[src/rtl/mlt3_pkg.sv]
// Shared MLT-3 definitions: line levels, level stepping and serializer states.
package mlt3_pkg;

   typedef enum logic [1:0] {
      TOP    = 2'b00,
      DOWN   = 2'b01,
      BOTTOM = 2'b10,
      UP     = 2'b11
   } mlt3_level_t;

   typedef enum logic {
      IDLE  = 1'b0,
      SHIFT = 1'b1
   } ser_state_t;

   // A '1' advances the line one level (wrapping UP -> TOP); a '0' holds it.
   function automatic mlt3_level_t next_level(input mlt3_level_t level, input logic bit_in);
      return mlt3_level_t'(level + {1'b0, bit_in});
   endfunction

endpackage

[src/rtl/mlt3_serializer.sv]
// Handshake PISO: accepts a word, presents it MSB first, one bit per cycle.
//
// state | meaning
// IDLE  | no word held, ready for a new one
// SHIFT | presenting bit cnt of the held word; ready only on the last bit
module mlt3_serializer
   import mlt3_pkg::*;
#(
   parameter int DATA_W = 8
) (
   input  logic              clk,
   input  logic              rst,
   input  logic [DATA_W-1:0] data,
   input  logic              valid,
   output logic              ready,
   output logic              ser_bit,
   output logic              bit_valid
);

   localparam int CW = $clog2(DATA_W);
   localparam logic [CW-1:0] LAST = CW'(DATA_W - 1);

   ser_state_t        state, state_next;
   logic [DATA_W-1:0] sr, sr_next;
   logic [CW-1:0]     cnt, cnt_next;

   // State, shift register and bit counter.
   always_ff @(posedge clk) begin
      if (rst) begin
         state <= IDLE;
         sr    <= '0;
         cnt   <= '0;
      end else begin
         state <= state_next;
         sr    <= sr_next;
         cnt   <= cnt_next;
      end
   end

   // Next-state, shift and handshake decode; reloading on the last bit keeps words gapless.
   always_comb begin
      state_next = state;
      sr_next    = sr;
      cnt_next   = cnt;
      ready      = 1'b0;
      case (state)
         IDLE: begin
            ready = 1'b1;
            if (valid) begin
               sr_next    = data;
               cnt_next   = '0;
               state_next = SHIFT;
            end
         end
         SHIFT: begin
            sr_next  = {sr[DATA_W-2:0], 1'b0};
            cnt_next = cnt + CW'(1);
            if (cnt == LAST) begin
               ready    = 1'b1;
               cnt_next = '0;
               if (valid) begin
                  sr_next = data;
               end else begin
                  state_next = IDLE;
               end
            end
         end
         default: state_next = IDLE;
      endcase
   end

   assign ser_bit   = sr[DATA_W-1];
   assign bit_valid = (state == SHIFT);

endmodule

[src/rtl/mlt3_encoder.sv]
// MLT-3 transmit encoder: serializer plus the line-level register and status flops.
module mlt3_encoder
   import mlt3_pkg::*;
#(
   parameter int DATA_W = 8
) (
   input  logic              clk,
   input  logic              rst,
   input  logic [DATA_W-1:0] data_i,
   input  logic              valid_i,
   output logic              ready_o,
   output logic [1:0]        code_o,
   output logic              bit_strobe_o,
   output logic              busy_o
);

   logic        ready;
   logic        ser_bit;
   logic        bit_valid;
   mlt3_level_t level;

   mlt3_serializer #(.DATA_W(DATA_W)) u_ser (
      .clk       (clk),
      .rst       (rst),
      .data      (data_i),
      .valid     (valid_i),
      .ready     (ready),
      .ser_bit   (ser_bit),
      .bit_valid (bit_valid)
   );

   // Step the line level on each presented bit; busy tracks whether a word is held after this edge.
   always_ff @(posedge clk) begin
      if (rst) begin
         level        <= TOP;
         bit_strobe_o <= 1'b0;
         busy_o       <= 1'b0;
      end else begin
         if (bit_valid) begin
            level <= next_level(level, ser_bit);
         end
         bit_strobe_o <= bit_valid;
         busy_o       <= (valid_i & ready) | (bit_valid & ~ready);
      end
   end

   assign ready_o = ready;
   assign code_o  = level;

endmodule

[config.mk]
export PLATFORM = sky130hd
export DESIGN_NAME = mlt3_encoder
export DESIGN_NICKNAME = d
export VERILOG_FILES = /design/src/rtl/mlt3_pkg.sv /design/src/rtl/mlt3_serializer.sv /design/src/rtl/mlt3_encoder.sv
export SDC_FILE = /design/constraint.sdc
export NUM_CORES = 1
export LEC_CHECK = 0
export CAP_MARGIN = 20
export CORE_MARGIN = 1.5
export CORE_UTILIZATION = 40
export CTS_BUF_LIST = sky130_fd_sc_hd__clkbuf_8
export DETAILED_ROUTE_END_ITERATION = 16
export DONT_BUFFER_PORTS = 1
export GPL_ROUTABILITY_DRIVEN = 0
export GPL_TIMING_DRIVEN = 0
export PLACE_DENSITY = 0.61
export SYNTH_ARGS = -nofsm -noshare
export SYNTH_HDL_FRONTEND = slang
export SYNTH_HIERARCHICAL = 1
export SYNTH_SLANG_ARGS = --single-unit
[constraint.sdc]
create_clock -name clk -period 1.7 [get_ports clk]
set_clock_uncertainty 0.05 [all_clocks]
set_input_delay 0.34 -clock clk [delete_from_list [all_inputs] [get_ports clk]]
set_output_delay 0.34 -clock clk [all_outputs]
set_load 0.02 [all_outputs]
==> impl_metrics.yaml <==
status:
  status: "finished clean"
sta:
  relSlewSlack_pct: 60.8
  setup-tns-final_ps: 0
  max_freq_ghz: 0.608
  holdWs_ps: 102
  fin_crit_sh_pct: 96.8
  fin_crit_ps: 1650
  hold_viol_final: 0
  rsz0062_at_grt: "false"
  setup_viol: 0
  maxSlewViolCount: 0
  worst_pin_slew_ps: 587
global_route:
  grt_max_degree: 11
  grt_overflow: 0
  grt_pass1_wl_um: 1860
  globalRouteTotalUtil_pct: 12.2
  antenna_found_initial: 0
  grt_pass1_vias: 442
synth:
  syn_nets: 87
  synth-simple-area-share_pct: 14.1
  ys_seq_area_share_pct: 40.9
  synth_top_family_by_area: "compound AO/OA/AOI/OAI gates"
  ys.warnings.count: 6
  synth_cells: 72
  ys_ff_latch: 16
  synth_top_cell_by_area: "dfxtp_1"
  muxShareOfSynthArea_pct: 14.1
  synth_compound_area_share_pct: 17.4
  synth_fa_ha_area_share_pct: 6.39
  synth_cell_types: 20
  synth_area_um2: 783
  syn_area_per_cell_um2: 10.9
  synthTopCellsByArea: "dfxtp_1 41%, mux2i_1 14%, a211oi_2 11%"
  synthDominantCellAreaShare_pct: 40.9
  synth_xor_area_share_pct: 0
route:
  wl_per_cell_um: 11.8
  drtAntennaViolNets: 0
  first_pass_iters: 2
  postRouteWirelength_um: 1190
  drcViolationCount: 0
  first_iter_violations: 3
  vias: 496
  drt-vias-per-instance: 4.91
layout:
  area_growth_syn_to_layout_pct: 11.8
  diodes: 0
  fill_cells: 180
  mostFrequentLayoutCell: "dfxtp_1"
  layout_common_cells: "16 x dfxtp_1, 11 x mux2i_1, 10 x nor2_1, 7 x a211oi_2"
  drive_gt1_share_pct: 27.6
  fin_nets: 92
  fin_cells: 101
worst_setup_path:
  cp.required_ps: 1310
  reg2reg_to: "u_ser/sr[3]"
  reg2reg_slack_ps: 180
  crit_fanout: 3
  cp-start-kind: "register"
  reg2regPathDepth: 6
  worstPathArrival_ps: 1260
  end_kind: "output port"
  crit_type: "register to output port"
  r2r-start: "u_ser/cnt[0]"
floorplanning:
  start_util_pct: 43.9
  die_h_um: 47.3
  fp.dieW_um: 47.3
  rows: 15
  coreArea_mm2: 0.00178
  dieArea_mm2: 0.00223
  io_pins: 16
min_path:
  holdCritPathClass: "input port to register"
  hold_depth: 1
  whs_endpoint: "u_ser/sr[7]"
  hold_start: "rst"
clock_tree:
  cts.sinks: 16
  clockBufferDepth: 2
  root_buffer: "clkbuf_8"
  cts.clk_slew.worst_paths_ps: 60
  cts_buffers: 3
  cts_htree_levels: 1
  clock_latency_ps: 240
  postCtsSetupRepairBufs: 0
  cts_tree: "done"
pwr:
  vdd.ir_drop.worst_mv: 0.349
  p_leak_nw: 0.354
  total_power_uw: 862
  powerDensity_mw_per_mm2: 984
run:
  maxCapViolCount: 0
place:
  dp_hpwl_um: 851
  place_inst: 97
  port_buffers: 0
## worst max-delay path by stage
stage | startpoint | end | slack [ps] | cells past startpoint
global route | u_ser/cnt[0] | ready_o | 3 | 3
floorplan | u_ser/cnt[0] | u_ser/sr[3] | 250 | 6
finish | u_ser/cnt[0] | ready_o | 50 | 3
global placement | u_ser/cnt[0] | u_ser/sr[5] | 170 | 6
detailed placement | u_ser/cnt[0] | u_ser/sr[7] | 170 | 6
CTS | u_ser/cnt[0] | ready_o | 8 | 3
## stage by stage
stage | cell area, µm² | setup slack [ps] | util [%]
after CTS | 873 | 7.77 | 49.0
after global routing | 876 | 2.98 | 49.1
after detailed placement | 815 | 166 | 45.7
after floorplan | 783 | 254 | -
final | 876 | 54.3 | 49.1
after global placement | 815 | 165 | 45.7
## cell usage after synthesis
cell and number:
nor2_2 3, a21boi_2 1, buf_1 1, a21bo_1 1, dfxtp_1 16, nor2b_1 2
a211oi_2 7, nand3b_1 1, o21a_1 1, or2_1 1, buf_8 1, nor3b_1 2
mux2i_1 11, or2b_1 1, nor2_1 10, inv_1 1, ha_1 4, a21oi_1 4
buf_6 3, nand3_1 1
## critical path, stage by stage, from the launching register on
cell and delay [ps]:
dfxtp_1 330, ha_2 190, ha_1 190, or2b_4 300
## area by class of cell
cell class              count  area [µm²]  area share (%)
multi-input cells          50         413            47.1
flip-flops and latches     16         320            36.6
clock buffers               4        55.1            6.29
plain buffers               5        52.6            6.00
well taps                  25        31.3            3.57
inverters                   1        3.75           0.429
## flip-flops by register name, indices dropped and copies added (netlist names)
name / flops
busy_o: 1
code_o: 2
u_ser/bit_valid: 1
bit_strobe_o: 1
u_ser/cnt: 3
u_ser/sr: 8
## logic make-up after synthesis
kind of cell / count (synthesis)
compound gates: 14
buf+inv: 6
mux: 11
simple gates: 21
fa+ha+maj: 4
flops: 16
## routing by layer
metal | vias to the layer above | share of wire, % | wire [µm] | global-route usage [%]
li1 | 256 | - | - | -
met1 | 230 | 47 | 563 | 15.9
met2 | 8 | 47 | 554 | 17.0
met3 | 2 | 5.0 | 60 | 3.85
met4 | 0 | 0.84 | 10 | 8.33
met5 | - | 0 | 0 | 0
## what timing repair did
item,CTS,global route
resized for setup,1,1
gates cloned,0,0
setup endpoints to repair,1,1
hold buffers,0,0
## where the power goes
group	switching (mW)	internal, mW	leakage, nW
Combinational	0.0504	0.0563	0.193
Sequential	0.0221	0.400	0.132
Clock	0.127	0.205	0.0288
No activity file was read; power rests on OpenSTA's default activity.
